==> config.mk <==
export PLATFORM = sky130hd
export DESIGN_NAME = mem_stream_reader
export DESIGN_NICKNAME = d
export VERILOG_FILES = /design/src/rtl/mem_pkg.sv /design/src/rtl/skid_buf2.sv /design/src/rtl/mem_stream_reader.sv
export SDC_FILE = /design/constraint.sdc
export NUM_CORES = 1
export LEC_CHECK = 0
export BUFFER_PORTS_ARGS = -buffer_cell sky130_fd_sc_hd__buf_2
export CORE_MARGIN = 4
export CORE_UTILIZATION = 53
export DETAILED_ROUTE_END_ITERATION = 7
export PLACE_DENSITY = 0.78
export SLEW_MARGIN = 40
export SYNTH_ARGS = -nofsm -noshare
export SYNTH_HDL_FRONTEND = slang
export SYNTH_SLANG_ARGS = --single-unit
==> constraint.sdc <==
create_clock -name clk -period 2 [get_ports clk]
set_input_delay 0.2 -clock clk [delete_from_list [all_inputs] [get_ports clk]]
set_output_delay 0.2 -clock clk [all_outputs]
set_load 0.02 [all_outputs]
==> src/rtl/mem_pkg.sv <==
`default_nettype none
// ============================================================================
// mem_pkg : shared types and default sizing for the memory stream reader
// Revision: 1.0
// ============================================================================
package mem_pkg;

    localparam int DEF_DATA_WIDTH = 8;
    localparam int DEF_MAX_ADDR   = 16;

    typedef enum logic [1:0] {
        ST_IDLE  = 2'd0,
        ST_READ  = 2'd1,
        ST_DRAIN = 2'd2
    } state_t;

endpackage
`default_nettype wire

==> src/rtl/skid_buf2.sv <==
`default_nettype none
// ============================================================================
// skid_buf2 : two-entry FIFO; a push into a full buffer succeeds when the
//             head is popped in the same cycle.
// Revision: 1.0
// ============================================================================
module skid_buf2 #(
    parameter int WIDTH = 9
) (
    input  logic             clk,
    input  logic             rst_n,
    input  logic             i_push,
    input  logic             i_pop,
    input  logic [WIDTH-1:0] i_din,
    output logic [WIDTH-1:0] o_dout,
    output logic             o_full,
    output logic             o_empty,
    output logic [1:0]       o_count
);

    logic [WIDTH-1:0] r_mem [2];
    logic             r_wr_ptr;
    logic             r_rd_ptr;
    logic [1:0]       r_count;
    logic             w_do_push;
    logic             w_do_pop;

    assign o_full    = (r_count == 2'd2);
    assign o_empty   = (r_count == 2'd0);
    assign o_count   = r_count;
    assign o_dout    = r_mem[r_rd_ptr];
    assign w_do_pop  = i_pop && !o_empty;
    assign w_do_push = i_push && (!o_full || w_do_pop);

    always_ff @(posedge clk or negedge rst_n) begin
        if (!rst_n) begin
            r_mem[0] <= '0;
            r_mem[1] <= '0;
            r_wr_ptr <= 1'b0;
            r_rd_ptr <= 1'b0;
            r_count  <= 2'd0;
        end else begin
            if (w_do_push) begin
                r_mem[r_wr_ptr] <= i_din;
                r_wr_ptr        <= ~r_wr_ptr;
            end
            if (w_do_pop) begin
                r_rd_ptr <= ~r_rd_ptr;
            end
            case ({w_do_push, w_do_pop})
                2'b10:   r_count <= r_count + 2'd1;
                2'b01:   r_count <= r_count - 2'd1;
                default: r_count <= r_count;
            endcase
        end
    end

endmodule
`default_nettype wire

==> src/rtl/mem_stream_reader.sv <==
`default_nettype none
// ============================================================================
// mem_stream_reader : reads len words from base_addr (wrapping at MAX_ADDR)
//                     and emits them as a valid/ready stream with last.
// Revision: 1.0
// ============================================================================
module mem_stream_reader
    import mem_pkg::*;
#(
    parameter int DATA_WIDTH = DEF_DATA_WIDTH,
    parameter int MAX_ADDR   = DEF_MAX_ADDR,
    parameter int ADDRSIZE   = $clog2(MAX_ADDR)
) (
    input  logic                  clk,
    input  logic                  rst_n,
    input  logic                  start,
    input  logic [ADDRSIZE-1:0]   base_addr,
    input  logic [ADDRSIZE:0]     len,
    output logic                  busy,
    output logic                  done,
    output logic                  mem_rd_en,
    output logic [ADDRSIZE-1:0]   mem_rd_addr,
    input  logic [DATA_WIDTH-1:0] mem_rd_data,
    output logic                  out_valid,
    input  logic                  out_ready,
    output logic [DATA_WIDTH-1:0] out_data,
    output logic                  out_last
);

    localparam logic [ADDRSIZE-1:0] c_addr_top = ADDRSIZE'(MAX_ADDR - 1);
    localparam logic [ADDRSIZE:0]   c_rem_one  = (ADDRSIZE+1)'(1);
    localparam logic [ADDRSIZE:0]   c_rem_zero = '0;

    state_t                r_state;
    state_t                w_state_nxt;
    logic [ADDRSIZE-1:0]   r_addr;
    logic [ADDRSIZE:0]     r_remain;
    logic                  r_done;
    logic                  r_armed;
    logic                  w_rd;
    logic                  w_accept;
    logic                  w_zero_start;
    logic                  w_finish;
    logic                  w_pop;
    logic                  w_full;
    logic                  w_empty;
    logic [1:0]            w_count;
    logic                  w_has_data;
    logic [DATA_WIDTH:0]   w_head;
    logic [ADDRSIZE-1:0]   w_addr_inc;

    assign w_pop      = !w_empty && out_ready;
    assign w_has_data = (w_count != 2'd0);
    assign w_addr_inc = (r_addr == c_addr_top) ? '0 : r_addr + ADDRSIZE'(1);

    skid_buf2 #(
        .WIDTH (DATA_WIDTH + 1)
    ) u_buf (
        .clk     (clk),
        .rst_n   (rst_n),
        .i_push  (w_rd),
        .i_pop   (w_pop),
        .i_din   ({(r_remain == c_rem_one), mem_rd_data}),
        .o_dout  (w_head),
        .o_full  (w_full),
        .o_empty (w_empty),
        .o_count (w_count)
    );

    always_comb begin
        w_state_nxt  = r_state;
        w_rd         = 1'b0;
        w_accept     = 1'b0;
        w_zero_start = 1'b0;
        w_finish     = 1'b0;
        case (r_state)
            ST_IDLE: begin
                if (start && r_armed) begin
                    if (len != c_rem_zero) begin
                        w_accept    = 1'b1;
                        w_state_nxt = ST_READ;
                    end else begin
                        w_zero_start = 1'b1;
                    end
                end
            end
            ST_READ: begin
                w_rd = !w_full || w_pop;
                if (w_rd && (r_remain == c_rem_one)) begin
                    w_state_nxt = ST_DRAIN;
                end
            end
            ST_DRAIN: begin
                // The last-tagged entry is only ever popped here.
                if (w_pop && w_head[DATA_WIDTH]) begin
                    w_finish    = 1'b1;
                    w_state_nxt = ST_IDLE;
                end
            end
            default: w_state_nxt = ST_IDLE;
        endcase
    end

    always_ff @(posedge clk or negedge rst_n) begin
        if (!rst_n) begin
            r_state  <= ST_IDLE;
            r_addr   <= '0;
            r_remain <= '0;
            r_done   <= 1'b0;
            r_armed  <= 1'b0;
        end else begin
            r_state <= w_state_nxt;
            r_done  <= w_zero_start || w_finish;
            // Suppresses start sampling on the first edge after reset release.
            r_armed <= 1'b1;
            if (w_accept) begin
                r_addr   <= base_addr;
                r_remain <= len;
            end else if (w_rd) begin
                r_addr   <= w_addr_inc;
                r_remain <= r_remain - c_rem_one;
            end
        end
    end

    assign busy        = (r_state != ST_IDLE);
    assign done        = r_done;
    assign mem_rd_en   = w_rd;
    assign mem_rd_addr = r_addr;
    assign out_valid   = !w_empty;
    assign out_data    = w_has_data ? w_head[DATA_WIDTH-1:0] : '0;
    assign out_last    = w_has_data && w_head[DATA_WIDTH];

endmodule
`default_nettype wire

## Yosys cells after proc, flatten, opt, wreduce, memory -nomap -nowiden

Index checks and enable logic that the tools add are counted.

- Add/subtract/negate cells: 4
- Magnitude comparators: 3
- Bitwise gates (word level): 4
- Eq/ne operators: 11
- Mux-type cells: 27
- Reduce and logical (&&, ||, !) cells: 21

Operators by type and width:

| kind | number |
|---|---|
| $mux W9 | 4 |
| $bwmux W18 | 1 |
| $mux W4 | 3 |
| $mux W5 | 2 |
| $demux W9 S1 | 1 |
| $mux W1 | 9 |
| $logic_and A1 B1 Y1 | 8 |
| $mux W2 | 4 |
| $mux W8 | 1 |
| $ne A2 B2 Y1 const B | 4 |
| $reduce_bool A2 Y1 | 4 |
| $eq A2 B2 Y1 const B | 3 |
| $pmux W2 S3 | 1 |
| $eq A5 B1 Y1 const B | 1 |
| $reduce_bool A5 Y1 | 1 |
| $sub A5 B1 Y5 const B | 1 |
| $add A4 B1 Y4 const B | 1 |
| $eq A2 B1 Y1 const B | 2 |
| $eq A4 B4 Y1 const B | 1 |
| $ge A2 B2 Y1 const B | 2 |
| $logic_not A2 Y1 | 2 |
| $not A1 Y2 | 2 |
| $pmux W2 S2 | 1 |
| $reduce_and A4 Y1 | 1 |
| 6 further kinds | 10 |

- Input bits: 21
- Output and inout port bits: 17
- Logic and storage cells: 80
- Register bits: 35

## Logic depth before layout (Yosys ltp)

Gate-level depths: netlist (run 1).

- Word-level depth: 8
- Depth in mapped cells: 7
- Depth with buffers taken out: 6

## Cells and area by module

Synthesis (run 1) repeated with hierarchy kept, for this count alone.

- Cells, all modules: 158
- Area total of the unflattened synthesis: 1,811.7 um2

Modules (own cells, without submodules):

| module | instances | area each (um2) | cells each | seq. area each (um2) |
|---|---|---|---|---|
| skid_buf2 | 1 | 1,008.5 | 73 | 550.5 |
| mem_stream_reader | 1 | 803.3 | 85 | 325.3 |

## Least setup slack after synthesis (run 1)

Ideal clock, no wire load.

- Path type: reg-to-reg
- Start: register u_buf.r_count[0] (netlist: u_buf.o_count[0])
- End: register u_buf.r_count[1] (netlist: u_buf.o_count[1])
- Stages on the path, launching flop included: 7
- Data required time: 1,921 ps
- Path slack: 332 ps
- Clock period less this slack: 1,668 ps
- Buffers on the path: 1
- Library setup time: 79 ps
- Data arrival time: 1,589 ps
- Cell sequence: dfrtp_1 -> or3b_4 -> nand2b_2 -> buf_6 -> ha_1 -> nor2_1 -> xor2_1

- Cells in the longest elaborated chain, start to end: 8
- Elaborated cells on any way between the ends: 16
- Those cells by class: 2 x add/sub; 3 x eq/ne; 2 x mux; 9 x reduce/logical

Ends and longest elaborated chain:

| element | line | source |
|---|---|---|
| from (decl) | skid_buf2.sv:24 | `logic [1:0] r_count;` |
| from (signal assigned) | skid_buf2.sv:51 | `2'b10: r_count <= r_count + 2'd1;` |
| from (signal assigned) | skid_buf2.sv:52 | `2'b01: r_count <= r_count - 2'd1;` |
| from (signal assigned) | skid_buf2.sv:53 | `default: r_count <= r_count;` |
| $logic_not A2 Y1 | skid_buf2.sv:29 | `assign o_empty = (r_count == 2'd0);` |
| $logic_not A1 Y1 | skid_buf2.sv:32, mem_stream_reader.sv:52 |  |
| $logic_and A1 B1 Y1 | mem_stream_reader.sv:52 | `assign w_pop = !w_empty && out_ready;` |
| $logic_or A1 B1 Y1 or $logic_and A1 B1 Y1 (tied branches) | mem_stream_reader.sv:88, skid_buf2.sv:32 |  |
| $mux W1 or $logic_or A1 B1 Y1 (tied branches) | mem_stream_reader.sv:76, skid_buf2.sv:33 |  |
| $logic_and A1 B1 Y1 | skid_buf2.sv:33 | `assign w_do_push = i_push && (!o_full \|\| w_do_pop);` |
| $eq A2 B1 Y1 or $eq A2 B2 Y1 (tied branches) | skid_buf2.sv:50 | `case ({w_do_push, w_do_pop})` |
| $pmux W2 S2 or $reduce_bool A2 Y1 (tied branches) | -- |  |

Parallel ways exist; a longest one is shown, timed or not.
A chain may end at the register's enable or synchronous reset.

## Final worst setup path (run 1)

- Start: register u_buf.r_count[0] (netlist: u_buf.o_count[0])
- End: output port mem_rd_en

- Cells in the longest elaborated chain, start to end: 5
- Elaborated cells on any way between the ends: 7
- Those cells by class: 1 x eq/ne; 1 x mux; 5 x reduce/logical

Ends and longest elaborated chain:

| element | line | source |
|---|---|---|
| $logic_not A2 Y1 | skid_buf2.sv:29 |  |
| $logic_not A1 Y1 | mem_stream_reader.sv:52 |  |
| $logic_and A1 B1 Y1 | mem_stream_reader.sv:52 |  |
| $logic_or A1 B1 Y1 * | mem_stream_reader.sv:88 | `w_rd = !w_full \|\| w_pop;` |
| $mux W1 * | mem_stream_reader.sv:76 | `case (r_state)` |
| to (decl) | mem_stream_reader.sv:21 | `output logic mem_rd_en,` |

Every way passes the cells marked *; elsewhere a longest branch is shown, timed or not.

==> results of run 1 <==
==> timing repair <==
action | in CTS | in global routing
hold buffers | 1 | 0
buffers inserted | 0 | 0
endpoints found under the hold margin | 35 | 0
endpoints found under the setup margin | 0 | 2
gates resized for setup | 0 | 2
==> placed cells by master, fill, tap and decap left out, types with 2 or more instances in the layout <==
cell type                   n
sky130_fd_sc_hd__nor2_4     2
sky130_fd_sc_hd__a21oi_1    4
sky130_fd_sc_hd__nand2_1    3
sky130_fd_sc_hd__xnor2_1    7
sky130_fd_sc_hd__mux2i_1    9
sky130_fd_sc_hd__mux2_2    18
sky130_fd_sc_hd__o21ai_0    2
sky130_fd_sc_hd__a221o_1    7
sky130_fd_sc_hd__nor2_1    17
sky130_fd_sc_hd__buf_2     36
sky130_fd_sc_hd__ha_1       4
sky130_fd_sc_hd__inv_1      5
sky130_fd_sc_hd__nand2b_1   3
sky130_fd_sc_hd__buf_4      5
sky130_fd_sc_hd__dfrtp_1   35
sky130_fd_sc_hd__or2_2      2
sky130_fd_sc_hd__clkbuf_4   5
==> cell families after synthesis <==
logic type / Yosys count
compound gates: 20
xor+xnor: 8
fa+ha+maj: 4
buf+inv: 9
flops: 35
mux: 27
other cells: 1
simple gates: 37
==> per-layer routing <==
metal | part of all wire (%) | vias to the layer above | global-route usage, %
li1 | - | 597 | -
met1 | 45 | 596 | 23.6
met2 | 51 | 21 | 29.1
met3 | 4.1 | 2 | 5.20
met4 | 0.69 | 0 | 5.28
met5 | 0 | - | 0
==> report_power, final <==
| part | total (uW) | leakage, uW | internal, uW | switching, uW |
|---|---|---|---|---|
| logic | 2090 | 0.000529 | 1000 | 1090 |
| registers | 1370 | 0.000422 | 1060 | 305 |
| clock network | 519 | 0.0000482 | 295 | 223 |
==> stage by stage <==
stage | power (uW) | cells | hold slack, ns | util, % | setup WS (ns)
5_1_grt | 4290 | 232 | 0.0755 | 67.3 | 0.0282
3_5_place_dp | 3460 | 223 | 0.311 | 63.9 | 0.112
3_3_place_gp | 3360 | 223 | 0.305 | 63.9 | 0.205
4_1_cts | 4000 | 232 | 0.0893 | 67.0 | 0.00364
6_report | 3980 | 232 | 0.107 | 67.3 | 0.111
2_1_floorplan | 2920 | 141 | -0.0956 | - | 0.332
==> cell usage after synthesis (all sizes together) (2+ instances only) <==
cell type	n	area (um^2)
a21oi	4	20.0
mux2i	9	90.1
dfrtp	35	876
nand2b	4	27.5
ha	4	50.1
buf	3	21.3
xnor2	7	61.3
nand2	4	22.5
mux2	18	203
inv	6	22.5
o21ai	2	10.0
nor2	20	90.1
or2	2	12.5
a221o	8	81.3
==> sequential cells by signal, indices dropped and copies added (netlist names) <==
name / cells
done: 1
mem_rd_addr: 4
r_armed: 1
r_remain: 5
r_state: 2
u_buf.o_count: 2
u_buf.r_mem: 18
u_buf.r_rd_ptr: 1
u_buf.r_wr_ptr: 1
==> layout make-up <==
class                           instances  area share (%)
Clock inverter                          2            1.69
Timing Repair Buffer                   42            11.0
Inverter                                6            1.09
Clock buffer                            6            2.48
Sequential cell                        35            42.3
Multi-Input combinational cell         97            38.8
Tap cell                               44            2.66
==> how the worst max path moves through the flow <==
stage	startpoint	endpoint	cells past startpoint
after floorplan	u_buf.o_count[0]$_DFFE_PN0P_	u_buf.o_count[1]$_DFFE_PN0P_	6
after global placement	u_buf.o_count[0]$_DFFE_PN0P_	u_buf.r_mem[3]$_DFFE_PN0P_	5
after detailed placement	u_buf.o_count[0]$_DFFE_PN0P_	u_buf.r_mem[6]$_DFFE_PN0P_	5
after CTS	u_buf.o_count[0]$_DFFE_PN0P_	mem_rd_en	4
after global routing	u_buf.o_count[0]$_DFFE_PN0P_	mem_rd_en	4
final	u_buf.o_count[0]$_DFFE_PN0P_	mem_rd_en	4
==> worst max-delay path, delay by kind of cell (launching register included) <==
| family | cells | cell delay (ns) |
|---|---|---|
| DFF | 1 | 0.46 |
| buffers and inverters | 2 | 0.27 |
| and+or+nand+nor | 2 | 0.64 |
==> reports/results.ini, run 1 <==
[detailed_routing]
postRouteWirelength_mm=3.33
via_count=1216
vias_per_cell=5.24
detail-route-antenna-nets=0
post_drt_wl_per_cell_um=14.4
route.detailed.drc=0
drtPass1Iterations=4
drt-initial-drc-count=23

[clocking]
ctsRootBufferMaster=sky130_fd_sc_hd__clkbuf_4
worst_skew_pair.late_latency_ns=0.32
clk_pin_slew_worst_paths_ns=0.10
htreeDepth=2
cts.path.max_buffers=2
cts_sinks=35
tritoncts=yes
cts_buffers=5

[synth]
compound_gate_fraction_of_synth_area_pct=9.62
main_combinational_cell_family_by_area_after_synthesis=multiplexers
syn_area_um2=1720
yosys.area_share.simple_pct=12.5
fraction_of_registers_with_async_set_reset_pct=100
synth-main-ff-cell=sky130_fd_sc_hd__dfrtp_1
avgSynthCellArea_um2=12.2
synth_edf_count=0
synthesis.instances=141
synth_seq_cells=35
synthesis_warnings=0
synthMuxAreaShare_pct=17.1
ys_types=35
synth_fa_ha_area_share_pct=2.92
synth_sequential_area_ratio_pct=51.0
postSynthNetCount=166
synthXorXnorAreaFrac_pct=4.08

[floorplanning]
initial_core_util_pct=55.8
floorplan.die_area_um2=4210
design.portCount=38
chipHeight_um=64.9
rows=20
coreArea_um2=3080
die_width_um=64.9

[worst_setup_path]
crit_path_start_kind=flop
critical_path_start_end_classification=flop to output pin
worst-path-max-fanout=12
timing.rr.end=u_buf.r_mem[6]$_DFFE_PN0P_
maximum_cell_stage_delay_along_the_critical_path_ns=0.46
worstReg2RegStart=u_buf.o_count[0]$_DFFE_PN0P_
worst_ep_required_time_ns=1.80
crit_arrival_ns=1.69
worst_r2r_path_depth=5
reg2reg_slack_ns=0.20
setup.worst_path.end_class=output pin
worst_path_max_delay_cell=sky130_fd_sc_hd__dfrtp_1
timing.critical_path.cells=or3b_4 -> nand2b_4 -> inv_2 -> buf_2

[layout]
flow.area_growth_from_synthesis_pct=20.7
multi_input_area_um2=805
share_of_layout_cells_above_drive_strength_1_pct=42.0
stdcell_area_um2=2070
layout.nets=212
filler_cell_count=252
sequential_cell_area_um2=876
antenna_cells=0

[timing]
relSlewSlack_pct=66.2
clock-skew-final_ns=0.00432
fmax_mhz=530
rsz0062_at_grt=no
final_period_minus_worst_setup_slack_ns=1.89
final_setup_viols=0
layout_worst_path_cycle_share_pct=94.4
report.final.slew_viol_count=0
fin_setup_tns_ns=0
final_hold_viol_count=0
worstMarginPinSlew_ns=0.500

[global_route]
globalRouteOverflowTotal=0
vias_in_the_first_global_route=1269
groute.usage.overall_pct=18.1
largest_net_degree_at_the_start_of_global_routing=36
grt_first_pass_wirelength_mm=5.82
grt_antenna_before_repair=0

[worst_hold_path]
min-delay-path-class=input pin to flop
hold_path_depth=2
min_from=base_addr[0]
worst_hold_path_ep=mem_rd_addr[0]$_DFFE_PN0P_

[place]
placedInstanceArea_um2=1970
place.port_buffers=37
gp_congestion=0.798
dp_hpwl_mm=2.47

[pwr]
irDropWorstVdd_mv=1.08
power-per-cell-area_nw_per_um2=1920
total_leakage_power_uw=0.000998

[outcome]
outcome=completed

[run]
timing.max_cap.violations=0

Power figures use the tool's default switching activity.
==> run 2, diff against run 1 <==
Clock period 2 ns to 1.9 ns, I/O delays scaled along.
==> run 2 against run 1 <==
  * Wire length up 1.5%
  * Combinational power is 7% higher
  * Total power grew 2.4%
  * Sequential cell count stayed put
  * Core utilization is 0.57 points lower
  * Largest cell class unchanged
==> reports/results.ini, run 2 (synthesis gave the netlist of run 1 again) <==
[global_route]
groute.usage.overall_pct=18.5
grt_util_met2_pct=31.3
gr-usage-met1_pct=22.0
grt_antenna_before_repair=0
largest_net_degree_at_the_start_of_global_routing=36
use_met3_pct=5.03
globalRouteOverflowTotal=0
grt_busiest_layer=met2
grt_first_pass_wirelength_mm=5.96
vias_in_the_first_global_route=1344

[layout]
share_of_layout_cells_above_drive_strength_1_pct=41.8
filler_cell_count=251
layout.cells.most_common_list=sky130_fd_sc_hd__buf_2, sky130_fd_sc_hd__dfrtp_1, sky130_fd_sc_hd__nor2_1, sky130_fd_sc_hd__mux2_2, sky130_fd_sc_hd__mux2i_1
layout_commonest_cell=sky130_fd_sc_hd__buf_2
layout.nets=214
max_flop_register=u_buf.r_mem
flow.area_growth_from_synthesis_pct=19.7
stdcell_area_um2=2050
largest_register_ffs=18
layoutNonFillerInstCount=233
antenna_cells=0

[timing]
worstMarginPinSlew_ns=0.489
fin_setup_tns_ns=0
final_setup_viols=0
final_hold_viol_count=0
rsz0062_at_grt=no
layout_worst_path_cycle_share_pct=96.0
fmax_mhz=548
clock-skew-final_ns=0.0182
report.final.slew_viol_count=0
relSlewSlack_pct=66.9
final_period_minus_worst_setup_slack_ns=1.82

[detailed_routing]
route.detailed.drc=0
postRouteWirelength_mm=3.38
drtPass1Iterations=4
detail-route-antenna-nets=0
vias_per_cell=5.30
via_count=1234
post_drt_wl_per_cell_um=14.5
drt-initial-drc-count=43

[worst_setup_path]
worst_path_max_delay_cell=sky130_fd_sc_hd__or3b_4
crit_path_start_kind=flop
worst_r2r_path_depth=5
worst-path-max-fanout=8
crit_arrival_ns=1.63
critical-path-top-delay-family=simple AND/OR/NAND/NOR gates
maximum_cell_stage_delay_along_the_critical_path_ns=0.45
timing.critical_path.cells=or3b_4 -> nand2b_4 -> inv_2 -> buf_2
reg2reg_slack_ns=0.14
endpoint=mem_rd_en
timing.rr.end=u_buf.r_mem[4]$_DFFE_PN0P_
critPathLaunch=u_buf.o_count[0]$_DFFE_PN0P_
path_depth=4
worstReg2RegStart=u_buf.o_count[0]$_DFFE_PN0P_
worst_ep_required_time_ns=1.71
critPathBufInv=2
setup.worst_path.end_class=output pin
critical_path_start_end_classification=flop to output pin

[clocking]
cts_buffers=5
worst_skew_pair.late_latency_ns=0.33
ctsRootBufferMaster=sky130_fd_sc_hd__clkbuf_4
tritoncts=yes
cts.path.max_buffers=2
cts_sinks=35
htreeDepth=2
clk_pin_slew_worst_paths_ns=0.11
cts_post_setup_buffers_inserted=0

[place]
placedInstanceArea_um2=1980
placed_cells_incl_taps=225
dp_hpwl_mm=2.55
place.port_buffers=37
gp_congestion=0.844

[floorplanning]
coreArea_um2=3080
initial_core_util_pct=55.8
floorplan.die_area_um2=4210
chipHeight_um=64.9
design.portCount=38
die_width_um=64.9
rows=20

[run]
timing.max_cap.violations=0

[worst_hold_path]
min-delay-path-class=input pin to flop

[outcome]
outcome=completed

[pwr]
power-per-cell-area_nw_per_um2=1980
irDropWorstVdd_mv=1.13
total_leakage_power_uw=0.000994

-- run 2: cell types whose count changed in the layout (fill, tap and decap cells not counted), sizes merged --
| cell | change |
|---|---|
| buf | +2 |
| bufinv | -1 |
-- run 2: repair_timing --
item,4_1_cts,5_1_grt
gates resized for setup,0,1
endpoints found under the setup margin,0,4
hold buffers,1,0
endpoints found under the hold margin,35,0
-- run 2: power breakdown --
group	internal [uW]	switching (uW)	leakage (uW)	total (uW)
Combinational	1090	1160	0.000539	2240
Sequential	1120	304	0.000422	1420
Clock	171	234	0.0000341	405
-- run 2: through the flow --
stage / hold WS (ns) / setup WS, ns / power, uW / utilization (%)
after floorplan: -0.106 / 0.232 / 3070 / -
after global placement: 0.298 / 0.161 / 3580 / 64.3
after detailed placement: 0.310 / 0.0972 / 3680 / 64.3
after CTS: 0.0763 / 0.00126 / 4100 / 66.5
after global routing: 0.0796 / 0.00386 / 4410 / 66.7
final: 0.0811 / 0.0758 / 4070 / 66.7
-- run 2: worst min-delay path by stage --
stage / slack [ns] / depth (start not counted) / startpoint / end
after floorplan: -0.11 / 0 / rst_n / done$_DFF_PN0_
after CTS: 0.08 / 2 / base_addr[0] / mem_rd_addr[0]$_DFFE_PN0P_
final: 0.08 / 2 / base_addr[0] / mem_rd_addr[0]$_DFFE_PN0P_
after global routing: 0.08 / 2 / len[1] / r_remain[1]$_DFFE_PN0P_
after detailed placement: 0.31 / 1 / rst_n / r_remain[2]$_DFFE_PN0P_
after global placement: 0.30 / 1 / rst_n / r_remain[2]$_DFFE_PN0P_
-- run 2: layout make-up --
cell class                 instances  area (um^2)  share of cell area (%)
inverter                           6         22.5                    1.10
tap                               44         55.1                    2.68
timing repair buffer              44          243                    11.8
sequential                        35          876                    42.6
clock buffer                       6         51.3                    2.50
multi-input combinational         97          802                    39.0
clock inverter                     1         5.00                   0.244
-- run 2: metal layers --
layer	wire, um	vias to the layer above	part of all wire [%]
met3	158	9	4.7
met4	56	0	1.7
met2	1810	30	53
li1	-	595	-
met5	0	-	0
met1	1360	600	40
==> run 3, diff against run 2 <==
Settings changed: BUFFER_PORTS_ARGS -buffer_cell sky130_fd_sc_hd__buf_2 to -buffer_cell sky130_fd_sc_hd__clkbuf_2.
==> run 3 against run 2 <==
  * Clock power hardly changed
  * Worst hold slack gained 0.0092 ns
  * Register-to-register slack gained 0.04 ns
  * First-iteration DRC count rose by 86%
  * Total power increased by 0.23%
  * Sequential cell count unchanged
  * Final area grew 0.97%
  * Maximum frequency rose by 3.9%
  * Critical endpoint unchanged
  * Largest power group unchanged
  * Highest routed layer unchanged
==> reports/results.ini, run 3 (synthesis gave the netlist of run 1 again) <==
[outcome]
outcome=completed

[layout]
antenna_cells=0
largest_register_ffs=18
layout.cells.most_common_list=sky130_fd_sc_hd__clkbuf_2, sky130_fd_sc_hd__dfrtp_1, sky130_fd_sc_hd__nor2_1, sky130_fd_sc_hd__mux2_2, sky130_fd_sc_hd__mux2i_1
layout_commonest_cell=sky130_fd_sc_hd__clkbuf_2
filler_cell_count=239
max_flop_register=u_buf.r_mem
flow.area_growth_from_synthesis_pct=20.8
layout.nets=215
share_of_layout_cells_above_drive_strength_1_pct=42.1

[floorplanning]
rows=20
design.portCount=38
chipHeight_um=64.9
initial_core_util_pct=55.8
floorplan.die_area_um2=4210
coreArea_um2=3080
die_width_um=64.9

[pwr]
seqPwrFrac_pct=35.4
p_int_uw=2370
power.clock.fraction_pct=10.0
irDropWorstVdd_mv=0.933
power.switching_fraction_pct=42.0
p_switching_uw=1710
power_frac_comb_pct=54.6
power-per-cell-area_nw_per_um2=1970
total_leakage_power_uw=0.00100

[timing]
final_period_minus_worst_setup_slack_ns=1.76
report.final.slew_viol_count=0
final_hold_viol_count=0
fin_setup_tns_ns=0
layout_worst_path_cycle_share_pct=92.4
worstMarginPinSlew_ns=0.482
rsz0062_at_grt=no
relSlewSlack_pct=67.5
final_setup_viols=0
clock-skew-final_ns=0.0124
min_hold_slack_ns=0.0902
fmax_mhz=570

[global_route]
globalRouteOverflowTotal=0
largest_net_degree_at_the_start_of_global_routing=23
grt_antenna_before_repair=0
groute.usage.overall_pct=18.2
grt_first_pass_wirelength_mm=5.80
vias_in_the_first_global_route=1306

[clocking]
worst_skew_pair.late_latency_ns=0.34
tritoncts=yes
htreeDepth=2
cts.path.max_buffers=2
ctsRootBufferMaster=sky130_fd_sc_hd__clkbuf_4
cts_sinks=35
cts.repair.resized=0
clk_pin_slew_worst_paths_ns=0.10
cts_buffers=5

[detailed_routing]
drtPass1Iterations=4
via_count=1259
post_drt_wl_per_cell_um=14.5
postRouteWirelength_mm=3.39
vias_per_cell=5.38
top_routing_layer_in_use=met4
detail-route-antenna-nets=0
route.detailed.drc=0
met3RoutedLength_um=155
met1Wirelength_mm=1.44
drt-initial-drc-count=80
met2_wirelength_mm=1.73

[place]
dp_hpwl_mm=2.64
place.port_buffers=37
gp_congestion=0.837

[run]
timing.max_cap.violations=0

[worst_setup_path]
setup.worst_path.end_class=output pin
critical_path_start_end_classification=flop to output pin
crit_arrival_ns=1.57
worst_ep_required_time_ns=1.71
worst-path-max-fanout=5
crit_path_start_kind=flop

[worst_hold_path]
min-delay-path-class=input pin to flop

## run 3: cell types whose count changed in the layout (fill, tap and decap cells not counted)
| cell | previous run | this run |
|---|---|---|
| sky130_fd_sc_hd__nand2b_2 | 0 | 1 |
| sky130_fd_sc_hd__clkbuf_2 | 0 | 37 |
| sky130_fd_sc_hd__buf_4 | 7 | 6 |
| sky130_fd_sc_hd__nand2b_4 | 1 | 0 |
| sky130_fd_sc_hd__buf_16 | 0 | 1 |
| sky130_fd_sc_hd__buf_2 | 36 | 0 |
## run 3: power groups by stage
stage / clock network, uW / logic [uW] / registers [uW]
floorplan: 0 / 1670 / 1400
global placement: 0 / 2160 / 1420
detailed placement: 0 / 2240 / 1460
CTS: 414 / 2260 / 1440
global route: 454 / 2460 / 1490
finish: 407 / 2230 / 1450
## run 3: worst paths after layout
kind,from,to,slack [ns],depth (start not counted)
hold / removal,mem_rd_data[0],u_buf.r_mem[9]$_DFFE_PN0P_,0.09,2
setup / recovery,u_buf.o_count[0]$_DFFE_PN0P_,mem_rd_en,0.14,4
min in group asynchronous,rst_n,r_remain[0]$_DFFE_PN0P_,0.29,2
max in group asynchronous,rst_n,u_buf.r_wr_ptr$_DFFE_PN0P_,1.16,3
setup reg to reg,r_state[1]$_DFFE_PN0P_,u_buf.r_mem[17]$_DFFE_PN0P_,0.18,5
hold reg to reg,u_buf.o_count[1]$_DFFE_PN0P_,u_buf.o_count[1]$_DFFE_PN0P_,0.51,1
## run 3: final cells by class
cell class                 count  area [um^2]  area share, %
multi-input combinational     97          797           38.4
inverter                       6         22.5           1.09
tap                           44         55.1           2.65
clock buffer                   6         51.3           2.47
timing repair buffer          45          268           12.9
sequential                    35          876           42.2
clock inverter                 1         5.00          0.241
## run 3: critical path, cell delays in order, from the launching register on
cell,delay [ns]
sky130_fd_sc_hd__dfrtp_1,0.45
sky130_fd_sc_hd__or3b_4,0.44
sky130_fd_sc_hd__nand2b_2,0.11
sky130_fd_sc_hd__inv_2,0.08
sky130_fd_sc_hd__clkbuf_2,0.16
## run 3: what timing repair did
action / in CTS / in global routing
setup buffers: 0 / 0
hold endpoints to repair: 13 / 0
hold buffers: 1 / 0
## run 3: through the flow
stage	power, uW	utilization [%]	worst slack (ns)	area (um^2)	std cells
2_1_floorplan	3070	-	0.232	1720	141
3_3_place_gp	3590	64.3	0.250	1980	225
3_5_place_dp	3690	65.2	0.203	2010	226
4_1_cts	4110	67.4	0.131	2070	234
5_1_grt	4400	67.4	0.0700	2070	234
6_report	4080	67.4	0.144	2070	234
## run 3: metal layers
metal	vias up	track usage, %
met5	-	0
met4	0	9.23
met3	7	3.99
met2	38	30.9
met1	614	21.6
li1	600	-
